`src/rtl/rv32i_lsu.sv`:
```
// RV32I load/store unit: IDLE/REQ/DONE bus sequencer with lane steering and load extension.
// Optional macro LSU_MISALIGN_CHECK_EN turns misaligned halfword/word accesses into a bus-less trap cycle.
module rv32i_lsu (
  input  logic        i_clk,
  input  logic        i_rst_n,
  input  logic        i_mem_read_en,
  input  logic        i_mem_write_en,
  input  logic [2:0]  i_funct3,
  input  logic [31:0] i_addr,
  input  logic [31:0] i_wdata,
  output logic [31:0] o_rdata,
  output logic        o_stall,
  output logic        o_misaligned,
  output logic        o_bus_req,
  output logic        o_bus_we,
  output logic [31:0] o_bus_addr,
  output logic [31:0] o_bus_wdata,
  output logic [3:0]  o_bus_be,
  input  logic        i_bus_ack,
  input  logic [31:0] i_bus_rdata
);

  typedef enum logic [1:0] {S_IDLE, S_REQ, S_DONE} state_e;

  state_e      state_q;
  logic        req_q, we_q;
  logic [31:0] addr_q, wdata_q, rdata_q;
  logic [3:0]  be_q;
  logic [2:0]  f3_q;
  logic [1:0]  lane_q;

  logic        new_req;
  logic [3:0]  be_d;
  logic [31:0] wdata_d;
  logic [31:0] load_d;
  logic [7:0]  ld_byte;
  logic [15:0] ld_half;

  assign new_req = (state_q == S_IDLE) && (i_mem_read_en || i_mem_write_en);
  assign o_stall = new_req || (state_q == S_REQ);

  // Write wins when both enables are set; loads always fetch the full word.
  always_comb begin
    be_d    = 4'b1111;
    wdata_d = i_wdata;
    if (i_mem_write_en) begin
      case (i_funct3)
        3'b000: begin
          be_d    = 4'b0001 << i_addr[1:0];
          wdata_d = {4{i_wdata[7:0]}};
        end
        3'b001: begin
          be_d    = 4'b0011 << {i_addr[1], 1'b0};
          wdata_d = {2{i_wdata[15:0]}};
        end
        default: begin
          be_d    = 4'b1111;
          wdata_d = i_wdata;
        end
      endcase
    end
  end

  always_comb begin
    ld_byte = 8'h00;
    case (lane_q)
      2'd0: ld_byte = i_bus_rdata[7:0];
      2'd1: ld_byte = i_bus_rdata[15:8];
      2'd2: ld_byte = i_bus_rdata[23:16];
      default: ld_byte = i_bus_rdata[31:24];
    endcase
    ld_half = lane_q[1] ? i_bus_rdata[31:16] : i_bus_rdata[15:0];
    case (f3_q)
      3'b000:  load_d = {{24{ld_byte[7]}}, ld_byte};
      3'b100:  load_d = {24'h000000, ld_byte};
      3'b001:  load_d = {{16{ld_half[15]}}, ld_half};
      3'b101:  load_d = {16'h0000, ld_half};
      default: load_d = i_bus_rdata;
    endcase
  end

`ifdef LSU_MISALIGN_CHECK_EN
  logic mis_q;
  logic acc_byte, acc_half, mis_d;

  // Store funct3 101 is a word store, so size decode depends on direction.
  always_comb begin
    if (i_mem_write_en) begin
      acc_byte = (i_funct3 == 3'b000);
      acc_half = (i_funct3 == 3'b001);
    end else begin
      acc_byte = (i_funct3 == 3'b000) || (i_funct3 == 3'b100);
      acc_half = (i_funct3 == 3'b001) || (i_funct3 == 3'b101);
    end
    mis_d = (acc_half && i_addr[0]) ||
            (!acc_byte && !acc_half && (i_addr[1:0] != 2'b00));
  end

  assign o_misaligned = mis_q;
`else
  logic mis_d;
  assign mis_d        = 1'b0;
  assign o_misaligned = 1'b0;
`endif

  always_ff @(posedge i_clk or negedge i_rst_n) begin
    if (!i_rst_n) begin
      state_q <= S_IDLE;
      req_q   <= 1'b0;
      we_q    <= 1'b0;
      addr_q  <= 32'h0;
      wdata_q <= 32'h0;
      be_q    <= 4'h0;
      rdata_q <= 32'h0;
      f3_q    <= 3'b000;
      lane_q  <= 2'b00;
`ifdef LSU_MISALIGN_CHECK_EN
      mis_q   <= 1'b0;
`endif
    end else begin
      case (state_q)
        S_IDLE: begin
          if (new_req) begin
            if (mis_d) begin
              state_q <= S_DONE;
`ifdef LSU_MISALIGN_CHECK_EN
              mis_q   <= 1'b1;
`endif
            end else begin
              state_q <= S_REQ;
              req_q   <= 1'b1;
              we_q    <= i_mem_write_en;
              addr_q  <= {i_addr[31:2], 2'b00};
              wdata_q <= wdata_d;
              be_q    <= be_d;
              f3_q    <= i_funct3;
              lane_q  <= i_addr[1:0];
            end
          end
        end
        S_REQ: begin
          if (i_bus_ack) begin
            state_q <= S_DONE;
            req_q   <= 1'b0;
            if (!we_q) rdata_q <= load_d;
          end
        end
        S_DONE: begin
          state_q <= S_IDLE;
`ifdef LSU_MISALIGN_CHECK_EN
          mis_q   <= 1'b0;
`endif
        end
        default: begin
          state_q <= S_IDLE;
          req_q   <= 1'b0;
        end
      endcase
    end
  end

  assign o_rdata     = rdata_q;
  assign o_bus_req   = req_q;
  assign o_bus_we    = we_q;
  assign o_bus_addr  = addr_q;
  assign o_bus_wdata = wdata_q;
  assign o_bus_be    = be_q;

endmodule

```
`config.mk`:
```
export PLATFORM = sky130hd
export DESIGN_NAME = rv32i_lsu
export DESIGN_NICKNAME = d
export VERILOG_FILES = /design/src/rtl/rv32i_lsu.sv
export SDC_FILE = /design/constraint.sdc
export NUM_CORES = 1
export LEC_CHECK = 0
export BUFFER_PORTS_ARGS = -buffer_cell sky130_fd_sc_hd__buf_4
export CAP_MARGIN = 15
export CELL_PAD_IN_SITES_DETAIL_PLACEMENT = 1
export CELL_PAD_IN_SITES_GLOBAL_PLACEMENT = 2
export CORE_ASPECT_RATIO = 0.5
export CORE_MARGIN = 2
export CORE_UTILIZATION = 27
export DETAILED_ROUTE_END_ITERATION = 10
export PLACE_DENSITY = 0.79
export SYNTH_ARGS = -nofsm -noshare
export SYNTH_HDL_FRONTEND = slang
export SYNTH_SLANG_ARGS = --single-unit
```
`constraint.sdc`:
```
create_clock -name i_clk -period 2.2 [get_ports i_clk]
set_input_delay 0.33 -clock i_clk [delete_from_list [all_inputs] [get_ports i_clk]]
set_output_delay 0.33 -clock i_clk [all_outputs]
set_load 0.03 [all_outputs]
```
; ---- After elaboration in Yosys (flattened, before gate mapping)
; Index checks and enable logic that the tools add are counted.
[totals]
ff_bits = 107
output_inout_bits = 104
wordCells = 47
[classes]
n_eq_ne = 10
n_shift = 2
muxes = 13
n_bitwise = 2
reduce_logical = 11
[op_table]
columns = cell, count
row1 = 32-bit one-hot mux with 4 select lines, 1
row2 = 32-bit one-hot mux with 2 select lines, 1
row3 = 32-bit 2-to-1 mux, 1
row4 = 8-bit one-hot mux with 3 select lines, 1
row5 = 16-bit 2-to-1 mux, 1
row6 = 4-bit one-hot mux with 2 select lines, 1
row7 = 3-bit by 1-bit equality test with 1-bit output (second input constant), 2
row8 = 3-bit equality test (second input constant), 2
row9 = 3-bit zero test, 2
row10 = 3-bit AND reduction, 2
row11 = 2-bit by 1-bit equality test with 1-bit output (second input constant), 2
row12 = 2-bit equality test (second input constant), 2
row13 = 2-bit zero test, 2
row14 = 2-bit 2-to-1 mux, 2
row15 = 4-bit 2-to-1 mux, 1
row16 = 2-bit inequality test (second input constant), 2
row17 = 2-bit one-hot mux with 2 select lines, 1
row18 = 2-bit AND reduction, 2
row19 = 1-bit by 2-bit left shift with 4-bit output (first input constant), 1
row20 = 2-bit by 2-bit left shift with 4-bit output (first input constant), 1
row21 = 1-bit one-hot mux with 3 select lines, 1
row22 = 1-bit logical OR, 2
row23 = 1-bit 2-to-1 mux, 2
row24 = 1-bit inverter, 2
row25 = 1-bit logical AND, 1

; ---- Depth between registers and ports, before layout
; Gate-level depths: netlist (run 1).
[logic_depth]
word_depth = 4
depth_mapped = 6
depth_no_buf = 4

; ---- Worst setup path before layout (run 1)
; OpenSTA, ideal clock, no wires.
[synth_path]
path_type = register to register
startpoint = reg we_q, in the netlist o_bus_we
endpoint = reg rdata_q[21], in the netlist o_rdata[21]
setup_ps = 69
arrival_time_ps = 1648
required_ps = 2131
path_slack_ps = 483
stages_incl_launch_ff = 7
path_buffers = 2
path_cell_list = dfrtp_1 and4bb_1 nand2b_1 buf_2 a2111o_1 buf_6 nand3_1
[synth_between]
elab_chain_cells = 2
[synth_lines]
columns = element, line_no
row1 = from (decl), 26  ; logic req_q, we_q;
row2 = from (signal assigned), 132  ; we_q <= i_mem_write_en;
row3 = 1-bit inverter (no source line), --
row4 = 3-bit AND reduction (no source line), --
row5 = to (signal assigned), 145  ; if (!we_q) rdata_q <= load_d;
row6 = to (decl), 27  ; logic [31:0] addr_q, wdata_q, rdata_q;
; Every way passes these cells.
; A chain may end at the register's enable or synchronous reset.

; ---- Worst setup path after layout (run 1)
[layout_path]
startpoint = reg state_q[1]
endpoint = reg rdata_q[4], in the netlist o_rdata[4]
[layout_between]
elab_chain_cells = 2
[layout_lines]
columns = element, line_no
row1 = from (decl), 25  ; state_e state_q;
row2 = from (signal assigned), 108  ; state_q <= S_IDLE;
row3 = from (signal assigned), 125  ; state_q <= S_DONE;
row4 = from (signal assigned), 130  ; state_q <= S_REQ;
row5 = 2-bit by 1-bit equality test with 1-bit output, 121  ; case (state_q)
row6 = 3-bit AND reduction (no source line), --
; Every way passes these cells.

==> results of run 1 <==
worst max-delay path by stage:
| stage | start | endpoint | slack [ns] | depth (start not counted) |
|---|---|---|---|---|
| 3_3_place_gp | state_q[1]$_DFFE_PN0P_ | o_rdata[4]$_DFFE_PN0P_ | 0.46 | 4 |
| 6_report | state_q[1]$_DFFE_PN0P_ | o_rdata[4]$_DFFE_PN0P_ | 0.38 | 4 |
| 5_1_grt | state_q[1]$_DFFE_PN0P_ | o_rdata[4]$_DFFE_PN0P_ | 0.24 | 4 |
| 3_5_place_dp | state_q[1]$_DFFE_PN0P_ | o_rdata[4]$_DFFE_PN0P_ | 0.37 | 4 |
| 4_1_cts | state_q[1]$_DFFE_PN0P_ | o_rdata[4]$_DFFE_PN0P_ | 0.36 | 4 |
| 2_1_floorplan | o_bus_we$_DFFE_PN0P_ | o_rdata[21]$_DFFE_PN0P_ | 0.48 | 6 |
per-stage QoR:
stage               hold WS (ns)  util [%]  area [um2]  total power, mW
finish                     0.166      40.0        7030             10.9
global route               0.158      40.0        7030             11.6
CTS                        0.156      40.0        7030             11.1
detailed placement         0.322      38.3        6730             9.35
global placement           0.313      38.3        6730             9.20
floorplan                 0.0344         -        4910             6.95
layout make-up:
| type | count | area [um2] | area share, % |
|---|---|---|---|
| Sequential cell | 107 | 2680 | 38.1 |
| Clock buffer | 13 | 260 | 3.70 |
| Timing Repair Buffer | 222 | 1710 | 24.3 |
| Inverter | 4 | 15.0 | 0.213 |
| Tap cell | 234 | 293 | 4.16 |
| Multi-Input combinational cell | 391 | 2050 | 29.1 |
| Clock inverter | 2 | 35.0 | 0.498 |
layer usage:
metal	vias to the layer above	track usage (%)
li1	2183	-
met4	0	4.02
met3	14	4.27
met2	92	29.5
met1	2222	22.4
met5	-	0
worst register-to-register path: stages, from the launching register on:
cell,delay [ns]
dfrtp_1,0.44
and4bb_1,0.30
buf_4,0.33
o21ai_1,0.29
o221a_2,0.34
repair_timing:
item | in CTS | in global routing
buffers inserted | 0 | 0
hold buffers | 1 | 0
hold endpoints to repair | 27 | 0
registers in the layout, summed over array words and instances, names as in the netlist:
name,flops
state_q,2
o_bus_addr,30
f3_q,3
o_bus_req,1
o_rdata,32
o_bus_we,1
o_bus_be,4
o_bus_wdata,32
lane_q,2
kinds of logic after synthesis:
family,after synthesis,share of synthesized area [%]
simple gates,277,24.4
other cells,1,0.0765
compound gates,77,9.55
flops,107,54.6
mux,34,7.40
buf+inv,44,3.98
power groups by stage:
stage	logic [mW]	clock network (mW)	registers [mW]
final	5.74	1.66	3.48
after global routing	6.22	1.80	3.62
after CTS	5.84	1.72	3.50
after detailed placement	5.83	0	3.52
after global placement	5.73	0	3.47
after floorplan	1.84	0	5.11
layout by cell type (no fill, tap or decap), types with 3 or more instances in the layout:
cell type,n
clkbuf_16,9
buf_12,3
a21oi_1,12
or2_2,3
nor3b_1,4
and3_1,4
nand3b_1,8
o221a_2,3
buf_4,218
dfrtp_1,107
a31oi_1,3
o22a_1,4
a311oi_1,4
o221ai_1,4
mux2i_1,25
nand3_1,32
nand2_1,199
o21ai_0,42
nor3_1,4
nand2b_1,4
nor2_1,9
nor2b_1,4
mux2_2,8
inv_1,4
conb_1,3
==> flow_summary_export.csv, run 1 <==
group,metric,value,unit
run_status,status,"completed",
clock_network,clock-root-buffer,"clkbuf_16",
place,dp_cells,957,
critical_path,arrival,2.06,ns
clock_network,cts_resized,0,
floorplan,dieArea,0.0193,mm2
timing,tightestPinTransition,0.590,ns
global_routing,grt_pass1_wl,26.3,mm
finish,n_antenna_cell,0,
finish,finalNetCount,839,
timing,fmax,0.549,GHz
finish,fin_cells,973,
timing,slew_headroom,60.7,%
timing,finalMaxSlewViolations,0,
logic_synthesis,synth_cell_types,37,
floorplan,die_h,99.3,um
critical_path,r2r_setup_slack,0.38,ns
drt,drt_wl_total,16.5,mm
logic_synthesis,synth_common_cells,"nand2_1, dfrtp_1, o21ai_0",
floorplan,pin_count,208,
drt,wl_met2,8.03,mm
place,gp_congestion,0.774,
clock_network,htree_levels,3,
global_routing,grt_max_degree,63,
critical_path,end_kind,"register",
logic_synthesis,netlist_area,0.00490,mm2
critical_path,cp_cell_sequence,"and4bb_1 -> buf_4 -> o21ai_1 -> o221a_2",
logic_synthesis,synth.avg_cell_area,9.08,um2
drt,wl_per_cell,17.0,um
drt,drt-met1-wl,7.51,mm
clock_network,clock_path_buffers,2,
power_and_ir_drop,ir_worst_vdd,0.489,mV
floorplan,rows,34,
critical_path,path_class,"register to register",
place,io_buffers,204,
worst_hold_path,min_to,"o_bus_addr[28]$_DFFE_PN0P_",
global_routing,grt_pass1_vias,4700,
logic_synthesis,yosysMostFrequentCell,"nand2_1",
floorplan,start_util,27.9,%
critical_path,r2r-start,"state_q[1]$_DFFE_PN0P_",
clock_network,path_clk_slew,0.07,ns
critical_path,cp.required,2.43,ns
worst_hold_path,hp-start,"i_addr[28]",
timing,fin_crit,1.82,ns
floorplan,die_x,195,um
logic_synthesis,synth_warnings,0,
power_and_ir_drop,clkPwrFrac,15.3,%
logic_synthesis,synth_edf_count,0,
drt,wl_met3,819,um
timing,finalWorstSetupSlack,0.379,ns
drt,detail_route.drc_violations,0,
logic_synthesis,synth_top_area_share,54.6,%
logic_synthesis,synth_area_leaders,"dfrtp_1, nand2_1, mux2i_1, o21ai_0, nand3_1",
critical_path,crit_slowest_cell,"dfrtp_1",
power_and_ir_drop,power_density,1550,mW/mm2
drt,first_pass_iters,4,
critical_path,crit_family,"compound AO/OA/AOI/OAI gates",
power_and_ir_drop,leakagePower,3.52,nW
power_and_ir_drop,power.share.switching,45.8,%
drt,vias_per_cell,4.64,
global_routing,overflow,0,
finish,drive_above_1_share,34.2,%
timing,finalHoldViolations,0,
power_and_ir_drop,p_switching,4.98,mW
worst_hold_path,min_path_type,"input pin to register",
timing,rsz0062_at_grt,"false",
logic_synthesis,synth.ff_latch_count,107,
place,dp_slack,0.367,ns
logic_synthesis,syn_inst,540,
clock_network,cts_tree,"done",
clock_network,clock_latency,0.35,ns
power_and_ir_drop,p_seq_share,32.0,%
critical_path,r2r-end,"o_rdata[4]$_DFFE_PN0P_",
worst_hold_path,hold_depth,3,
job,drv_cap,0,
drt,dr_total_vias,4511,
finish,nFillCells,2075,
timing,setup_tns,0,ns
timing,setup_viol,0,
drt,drt-initial-drc-count,152,
power_and_ir_drop,pwr-share-comb,52.7,%
timing,fin_worst_skew,0.00745,ns
global_routing,antenna_found_initial,0,
logic_synthesis,yosys.area.top_type,"dfrtp_1",
critical_path,r2r_cells,4,
logic_synthesis,yosysSeqAreaShare,54.6,%
place,dp_hpwl,12.2,mm
drt,topRoutingLayerUsed,"met4",
drt,ant_nets,0,
logic_synthesis,synthArstFlopShare,100,%
global_routing,grt_util_all_layers,17.3,%
critical_path,crit_fanout,37,
logic_synthesis,synth_flop_cell,"dfrtp_1",
clock_network,clock-sinks,107,
critical_path,cp-start-kind,"register",
critical_path,cpPeakStageDelay,0.44,ns
critical_path,worst-path-buf-inv,1,
floorplan,coreArea,0.0176,mm2
timing,period_share,82.8,%
finish,area_growth,43.5,%
clock_network,numCtsBuffers,9,
power_and_ir_drop,intPower,5.90,mW
Power figures use the tool's default switching activity.
==> run 2, diff against run 1 <==
Settings changed: ABC_AREA set to 1, CORE_UTILIZATION 27 to 26.
Clock period 2.2 ns to 1.8 ns, I/O delays scaled along.
==> flow_summary_export.csv, run 2 <==
group,metric,value,unit
logic_synthesis,syn_inst,621,
drt,drt-initial-drc-count,170,
place,gp_congestion,0.837,
power_and_ir_drop,clkPwrFrac,15.0,%
clock_network,clock-sinks,107,
worst_hold_path,min_path_type,"input pin to register",
floorplan,coreArea,0.0186,mm2
finish,drive_above_1_share,31.5,%
power_and_ir_drop,ir_worst_vdd,0.659,mV
logic_synthesis,synth_top_area_share,53.8,%
logic_synthesis,yosysMostFrequentCell,"nand2_1",
global_routing,antenna_found_initial,1,
clock_network,clock_latency,0.35,ns
timing,tightestPinTransition,0.508,ns
drt,drt_wl_total,17.8,mm
critical_path,arrival,1.43,ns
timing,fin_crit,1.70,ns
timing,finalWorstSetupSlack,0.101,ns
power_and_ir_drop,pwr-share-comb,54.7,%
finish,fin_cells,1078,
global_routing,use_met1,23.6,%
critical_path,crit_family,"simple AND/OR/NAND/NOR gates",
logic_synthesis,synth.avg_cell_area,8.01,um2
worst_hold_path,hold_depth,3,
logic_synthesis,netlist_area,0.00498,mm2
power_and_ir_drop,intPower,7.43,mW
clock_network,clock-root-buffer,"clkbuf_16",
logic_synthesis,synth_common_cells,"nand2_1, dfrtp_1, a21oi_1",
clock_network,clock_path_buffers,2,
logic_synthesis,yosysSeqAreaShare,53.8,%
timing,rsz0062_at_grt,"false",
timing,slew_headroom,66.1,%
timing,period_share,94.4,%
floorplan,rows,35,
logic_synthesis,synth_edf_count,0,
global_routing,grt_util_all_layers,18.0,%
global_routing,grt_pass1_wl,28.0,mm
finish,nFillCells,2274,
power_and_ir_drop,p_seq_share,30.3,%
critical_path,end_kind,"output port",
global_routing,grt_pass1_vias,5094,
timing,finalMaxSlewViolations,0,
power_and_ir_drop,power.total,14.1,mW
critical_path,r2r-end,"o_bus_wdata[18]$_DFFE_PN0P_",
critical_path,cp.required,1.53,ns
logic_synthesis,synth.ff_latch_count,107,
logic_synthesis,synth_flop_cell,"dfrtp_1",
worst_hold_path,hp-start,"i_addr[19]",
place,dp_cells,1063,
power_and_ir_drop,leakagePower,3.62,nW
timing,setup_tns,0,ns
drt,first_pass_iters,4,
critical_path,cpPeakStageDelay,0.40,ns
logic_synthesis,synth_cell_types,26,
critical_path,cp_cell_sequence,"or2_1 -> nor2_4 -> inv_8 -> nand2_1 -> buf_4",
logic_synthesis,synth_area_leaders,"dfrtp_1, nand2_1, a21oi_1, nor2_1, o21ai_0",
clock_network,path_clk_slew,0.07,ns
global_routing,grt_max_degree,80,
finish,final_util,38.2,%
timing,fin_worst_skew,0.00964,ns
timing,fmax,0.589,GHz
finish,most-common-layout-cells,"nand2_1, buf_4, dfrtp_1, a21oi_1, nor2_1",
critical_path,path_class,"register to output port",
clock_network,numCtsBuffers,9,
floorplan,dieArea,0.0203,mm2
floorplan,start_util,26.8,%
power_and_ir_drop,p_switching,6.67,mW
floorplan,die_x,200,um
logic_synthesis,synth_warnings,0,
critical_path,r2r_setup_slack,0.19,ns
timing,setup_viol,0,
clock_network,htree_levels,3,
floorplan,pin_count,208,
logic_synthesis,yosys.area.top_type,"dfrtp_1",
drt,wl_per_cell,16.5,um
clock_network,cts_tree,"done",
place,dp_slack,0.243,ns
job,drv_cap,0,
finish,layout_commonest_cell,"nand2_1",
power_and_ir_drop,power.share.switching,47.3,%
global_routing,met2_usage,30.3,%
critical_path,r2r_cells,7,
place,io_buffers,204,
critical_path,crit_slowest_cell,"dfrtp_1",
drt,vias_per_cell,4.48,
global_routing,grt.met3_usage,4.19,%
global_routing,busiest_layer,"met2",
finish,finalNetCount,921,
power_and_ir_drop,power_density,1990,mW/mm2
logic_synthesis,synthArstFlopShare,100,%
global_routing,overflow,0,
critical_path,cp-start-kind,"register",
worst_hold_path,min_to,"o_bus_addr[19]$_DFFE_PN0P_",
run_status,status,"completed",
timing,finalHoldViolations,0,
drt,detail_route.drc_violations,0,
floorplan,die_h,102,um
critical_path,worst-path-buf-inv,2,
drt,ant_nets,0,
drt,dr_total_vias,4825,
critical_path,crit_fanout,4,
place,dp_hpwl,13.3,mm
finish,area_growth,42.6,%
critical_path,r2r-start,"state_q[0]$_DFFE_PN0P_",
run 2: changes by cell type in the layout (fill, tap and decap cells not counted), moves of 15 or more:
cell / delta
mux2i_1: -25
nand2_1: +30
nand3_1: -18
a21oi_1: +78
o21ai_0: -18
nor2_1: +54
inv_1: +15
run 2: stage by stage:
step | instance area [um2] | hold WS [ns]
6_report | 7100 | 0.120
4_1_cts | 7090 | 0.105
3_3_place_gp | 6780 | 0.177
2_1_floorplan | 4980 | -0.0256
5_1_grt | 7090 | 0.107
3_5_place_dp | 6780 | 0.178
run 2: tightest hold or removal path, delay by kind of cell:
| family | cells | cell delay, ns |
|---|---|---|
| buffers and inverters | 1 | 0.08 |
| and+or+nand+nor | 2 | 0.09 |
run 2: worst max-delay path by stage:
stage                                 startpoint                      end  slack [ns]  cells after the start
after floorplan           state_q[0]$_DFFE_PN0P_                  o_stall        0.22                      6
after global placement    state_q[0]$_DFFE_PN0P_  o_bus_be[3]$_DFFE_PN0P_        0.30                      5
after detailed placement             i_funct3[1]  o_bus_be[3]$_DFFE_PN0P_        0.24                      7
after CTS                 state_q[0]$_DFFE_PN0P_                  o_stall        0.04                      5
after global routing      state_q[0]$_DFFE_PN0P_                  o_stall        0.02                      5
final                     state_q[0]$_DFFE_PN0P_                  o_stall        0.10                      5
run 2: cell families (layout without fill, tap and decap cells):
group | Yosys count | count (layout) | share of synthesized area [%]
other | 1 | 4 | 0.0754
AOI/OAI and AO/OA | 131 | 131 | 14.2
and+or+nand+nor | 319 | 319 | 25.4
DFF | 107 | 107 | 53.8
buffers and inverters | 63 | 258 | 6.54
run 2: cell type report:
class	instances	area, um2	area share (%)
clock buffers	9	225	3.17
repair buffers	222	1720	24.2
inverters	24	98.8	1.39
multi-input cells	453	1980	27.9
well taps	259	324	4.57
diodes	1	2.50	0.0353
clock inverters	3	67.6	0.952
flip-flops and latches	107	2680	37.7
run 2: timing repair:
action	in CTS	in global routing
endpoints found under the hold margin	16	0
endpoints found under the setup margin	1	1
hold buffers	1	0
gates resized for setup	3	0
buffers inserted	1	0
pin swaps	1	1
run 2: per-layer routing:
| layer | wire (um) | up-vias |
|---|---|---|
| met5 | 0 | - |
| met4 | 292 | 0 |
| met3 | 1080 | 21 |
| met2 | 8470 | 128 |
| met1 | 7960 | 2321 |
| li1 | - | 2355 |
run 2: power groups by stage:
stage	Clock (mW)	Combinational (mW)	Sequential, mW
detailed placement	0	7.79	4.32
finish	2.12	7.71	4.27
global placement	0	7.67	4.29
CTS	2.18	7.85	4.29
global route	2.29	8.43	4.43
floorplan	0	2.82	6.32
